**src/rtl/mem_lsu.sv**
```systemverilog
// mem_lsu: load/store unit between EX/MEM and the data bus (IDLE/REQ/WAIT/DONE).
// Latency: non-memory ops pass through with zero added latency; store >= 3 cycles, load >= 4.
// Backpressure: stall held high until DONE while the bus withholds gnt/rvalid.
// Optional: define MEM_MISALIGN_CHECK_EN to trap misaligned half/word accesses.
module mem_lsu (
  input  logic        clk,
  input  logic        rst,
  input  logic [31:0] exmem_reg_wdata_i,
  input  logic [4:0]  exmem_reg_waddr_i,
  input  logic        exmem_reg_we_i,
  input  logic        exmem_mtype_i,
  input  logic        exmem_mem_rw_i,
  input  logic [1:0]  exmem_mem_width_i,
  input  logic [31:0] exmem_mem_addr_i,
  input  logic        exmem_mem_rdtype_i,
  input  logic        exmem_ins_flag_i,
  output logic        dbus_req_o,
  output logic        dbus_we_o,
  output logic [31:0] dbus_addr_o,
  output logic [31:0] dbus_wdata_o,
  output logic [3:0]  dbus_be_o,
  input  logic        dbus_gnt_i,
  input  logic        dbus_rvalid_i,
  input  logic [31:0] dbus_rdata_i,
  output logic [31:0] mem_reg_wdata_o,
  output logic [4:0]  mem_reg_waddr_o,
  output logic        mem_reg_we_o,
  output logic        mem_ins_flag_o,
  output logic        mem_stall_req_o,
  output logic        mem_misalign_o
);

  typedef enum logic [1:0] {IDLE, REQ, WAIT, DONE} state_t;

  state_t      state;
  logic [31:0] load_buf;
  logic [1:0]  off;
  logic        misalign;
  logic [31:0] rshift;
  logic [31:0] load_ext;

  assign off = exmem_mem_addr_i[1:0];

`ifdef MEM_MISALIGN_CHECK_EN
  assign misalign = exmem_mtype_i && (state == IDLE) &&
                    (((exmem_mem_width_i == 2'b01) && off[0]) ||
                     (exmem_mem_width_i[1] && (off != 2'b00)));
`else
  assign misalign = 1'b0;
`endif

  // Bus address/data/lane enables come straight from the EX/MEM register,
  // which stays frozen while we stall, so they are stable until grant.
  always_comb begin
    dbus_addr_o = {exmem_mem_addr_i[31:2], 2'b00};
    dbus_we_o   = exmem_mem_rw_i;
    case (exmem_mem_width_i)
      2'b00: begin
        dbus_wdata_o = {4{exmem_reg_wdata_i[7:0]}};
        dbus_be_o    = 4'b0001 << off;
      end
      2'b01: begin
        dbus_wdata_o = {2{exmem_reg_wdata_i[15:0]}};
        dbus_be_o    = 4'b0011 << off;
      end
      default: begin
        dbus_wdata_o = exmem_reg_wdata_i;
        dbus_be_o    = 4'b1111;
      end
    endcase
  end

  // Load extract: shift the addressed lane to bit 0, then size and extend.
  always_comb begin
    rshift = dbus_rdata_i >> {off, 3'b000};
    case (exmem_mem_width_i)
      2'b00:   load_ext = exmem_mem_rdtype_i ? {24'd0, rshift[7:0]}
                                             : {{24{rshift[7]}}, rshift[7:0]};
      2'b01:   load_ext = exmem_mem_rdtype_i ? {16'd0, rshift[15:0]}
                                             : {{16{rshift[15]}}, rshift[15:0]};
      default: load_ext = rshift;
    endcase
  end

  // FSM state and load buffer; gnt/rvalid only observed in REQ/WAIT.
  always_ff @(posedge clk) begin
    if (rst) begin
      state    <= IDLE;
      load_buf <= 32'd0;
    end else begin
      case (state)
        IDLE: if (exmem_mtype_i && !misalign) state <= REQ;
        REQ:  if (dbus_gnt_i) state <= exmem_mem_rw_i ? DONE : WAIT;
        WAIT: if (dbus_rvalid_i) begin
                load_buf <= load_ext;
                state    <= DONE;
              end
        default: state <= IDLE;
      endcase
    end
  end

  // Writeback/stall decode. During reset behave as IDLE with stall/req/misalign forced low.
  always_comb begin
    dbus_req_o      = 1'b0;
    mem_stall_req_o = 1'b0;
    mem_misalign_o  = 1'b0;
    mem_reg_wdata_o = exmem_reg_wdata_i;
    mem_reg_waddr_o = exmem_reg_waddr_i;
    mem_reg_we_o    = 1'b0;
    mem_ins_flag_o  = 1'b0;
    if (rst) begin
      mem_reg_we_o   = exmem_reg_we_i & ~exmem_mtype_i;
      mem_ins_flag_o = exmem_ins_flag_i & ~exmem_mtype_i;
    end else begin
      case (state)
        IDLE: begin
          if (!exmem_mtype_i) begin
            mem_reg_we_o   = exmem_reg_we_i;
            mem_ins_flag_o = exmem_ins_flag_i;
          end else if (misalign) begin
            mem_misalign_o = 1'b1;
          end else begin
            mem_stall_req_o = 1'b1;
          end
        end
        REQ: begin
          dbus_req_o      = 1'b1;
          mem_stall_req_o = 1'b1;
        end
        WAIT: mem_stall_req_o = 1'b1;
        default: begin
          mem_ins_flag_o = exmem_ins_flag_i;
          if (!exmem_mem_rw_i) begin
            mem_reg_wdata_o = load_buf;
            mem_reg_we_o    = exmem_reg_we_i;
          end
        end
      endcase
    end
  end

endmodule
```
**config.mk**
```make
export PLATFORM = sky130hd
export DESIGN_NAME = mem_lsu
export DESIGN_NICKNAME = d
export VERILOG_FILES = /design/src/rtl/mem_lsu.sv
export SDC_FILE = /design/constraint.sdc
export NUM_CORES = 1
export LEC_CHECK = 0
export ABC_AREA = 1
export CAP_MARGIN = 5
export CORE_ASPECT_RATIO = 0.6
export CORE_MARGIN = 2
export CORE_UTILIZATION = 34
export CTS_BUF_LIST = sky130_fd_sc_hd__clkbuf_2 sky130_fd_sc_hd__clkbuf_4 sky130_fd_sc_hd__clkbuf_8
export DETAILED_ROUTE_END_ITERATION = 16
export PLACE_DENSITY = 0.84
export RECOVER_POWER = 50
export SLEW_MARGIN = 15
export SYNTH_ARGS = -nofsm -noshare
export SYNTH_HDL_FRONTEND = slang
export SYNTH_SLANG_ARGS = --single-unit
```
**constraint.sdc**
```tcl
create_clock -name clk -period 1.45 [get_ports clk]
set_input_delay 0.3625 -clock clk [delete_from_list [all_inputs] [get_ports clk]]
set_output_delay 0.3625 -clock clk [all_outputs]
set_load 0.02 [all_outputs]
```
==> run metrics <==
outcome=complete, but fails checks; violated checks=negative setup slack; RSZ-0062 raised after global routing=true; static leakage=around 3.2 nW; Initial Utilization=between 30% and 40%; total track usage=32.11%; Period Utilization, post-route=159.9%; fin. max-slew vios=0; crit-path max FO=8; Power Total=6.689 mW; Hold Path Class=flop to flop; Detail Route Antenna Nets=0; CP endpoint kind=output port; clock sinks=34; P&R area growth vs syn=96.90%; sequential-to-total area share from yosys stat=between 10% and 20%; async set-reset flop share out of synthesis=0%; # port buffers=roughly 150; Wirelength per Cell=about 23 µm; Worst-Margin Slew=~520 ps; Rel. slew slack=between 60% and 70%; routability cong.=just under 1; total negative slack=-39990 ps; post-synth top area share=19.60%; IR drop worst, VDD=~0.56 mV; Pwr Density=978.0 mW/mm²; htree depth=2; Final setup viols=71; synth unique cells=28; max-cap check violation count=0; Post-Synthesis Cells=582; largest net degree at the start of global routing=25; Worst Skew=roughly 27 ps; Vias per Instance=around 5.9; number of global-route vias before repair=4800; share of cells above drive strength 1=between 40% and 50%; DR iter-0 viols=about 970; most frequent cells in the layout=nand2_1, buf_4, inv_1, buf_6, clkdlybuf4s50_1; Startpoint Class=flop; Synth Cell Area=0.003473 mm²; Overflow after GRT=0; Synth area leaders=dfxtp_1, nand2_1, buf_4; Placed Cells incl. Taps=872; clock latency at the later pin of the worst-skew pair=320 ps; Routed WL=about 21 mm; fin cells=between 900 and 1000; max frequency=about 0.43 GHz; clk buf depth=2; Synth Register Bits=34; first-pass GRT wire length=around 27 mm; WP data arrival=approximately 2000 ps; Util after Layout=about 69%; setup slack after layout=-868.1 ps; number of synthesized flops with an enable pin=0; final hold viol count=0; CTS Buf Count=5; final hold slack=between 500 and 600 ps; Yosys top cell by area=dfxtp_1; data required time of the worst path=1090 ps; Clock Tree Root=clkbuf_8; final net count=between 800 and 900; HPWL Detailed=approximately 11 mm; Die Span X=roughly 130 µm; die area=between 0.01 and 0.015 mm²; Core Area=around 0.0099 mm²; I/O pin count=between 200 and 250; row count=28; antenna violations before repair=1; via count=between 5000 and 6000; WS Path Type=flop to output port; Synth warnings=0; Die Y=82.29 µm; Final min period=roughly 2300 ps; top_reg_cell synth=dfxtp_1; commonest non-fill, non-tap cell in the layout=nand2_1; CTS tree=built; final routed DRC violation total=0; drt pass-1 iters=6; Mean Syn Cell Area=5.968 µm²; CTS clk-pin slew, worst paths=roughly 100 ps
[flip-flops by register name, summed over array words and instances, names as in the netlist]
| register | count |
|---|---|
| load_buf | 32 |
| state | 2 |
[layout make-up]
cell class	count	area (µm²)
clock buffer	6	82.58
inverter	88	382.9
timing repair buffer	264	2650
fill	650	3075
timing repair inverter	1	11.26
tap	135	168.9
antenna	1	2.502
clock inverter	2	12.51
sequential	34	683.2
multi-input combinational	385	2845
[metrics by stage]
step	setup WS [ps]	area, µm²
after floorplan	-105.6	3885
after global placement	-999.0	5612
after detailed placement	-1046	5612
after CTS	-640.5	6424
after global routing	-886.6	6839
final	-868.1	6839
[final timing paths]
check | startpoint | end | slack (ps) | cells after the start
max reg2reg | state[0] | load_buf[1] | -520 | 12
min reg2reg | load_buf[15] | load_buf[15] | 550 | 2
min | load_buf[15] | load_buf[15] | 550 | 2
max | state[1] | mem_reg_wdata_o[16] | -870 | 8
[worst max-delay path: stages (launching register included)]
cell and delay [ps]:
dfxtp_2 360, ha_4 160, inv_4 60, nor2_4 280, nand2_8 150, bufbuf_16 300, nand2_1 90, o21ai_2 60
buf_4 160
[Yosys cell counts (2+ instances only)]
cell      instances
nand2_1         179
inv_1            85
buf_4            51
a21oi_1          43
o21ai_0          43
nand3_1          42
dfxtp_1          34
nor2_1           29
o211ai_1         15
clkbuf_1         14
nand3_2           9
buf_2             7
buf_6             6
ha_1              4
mux2_2            3
nand2_4           3
buf_12            2
nand2_8           2
nand3_4           2
[timing repair]
| item | 4_1_cts | 5_1_grt |
|---|---|---|
| setup endpoints to repair | 107 | 88 |
| gates resized for setup | 510 | 116 |
| buffers inserted | 14 | 13 |
| cloned | 13 | 1 |
| pin swaps | 27 | 42 |
| hold buffers | 0 | 0 |
[cell families after synthesis]
family	count (synthesis)	synth area share, %
other cells	1	0.1080
mux	3	0.9726
simple gates	270	35.52
compound gates	102	15.85
fa+ha+maj	4	1.441
flops	34	19.60
buf+inv	168	26.51
[metal layers]
metal | vias to the layer above | wire [µm] | track usage (%)
li1 | 2173 | - | -
met1 | 2492 | 7506 | 37.50
met2 | 565 | 9046 | 52.86
met3 | 208 | 2969 | 13.13
met4 | 0 | 1702 | 13.79
met5 | - | 0 | 0
[power breakdown]
part	total, mW	internal [mW]	switching (mW)
Sequential	1.26	1.14	0.129
Combinational	4.59	2.13	2.46
Clock	0.834	0.383	0.451
Total	6.69	3.65	3.04
Note: power is estimated with default switching activity, not from simulation.
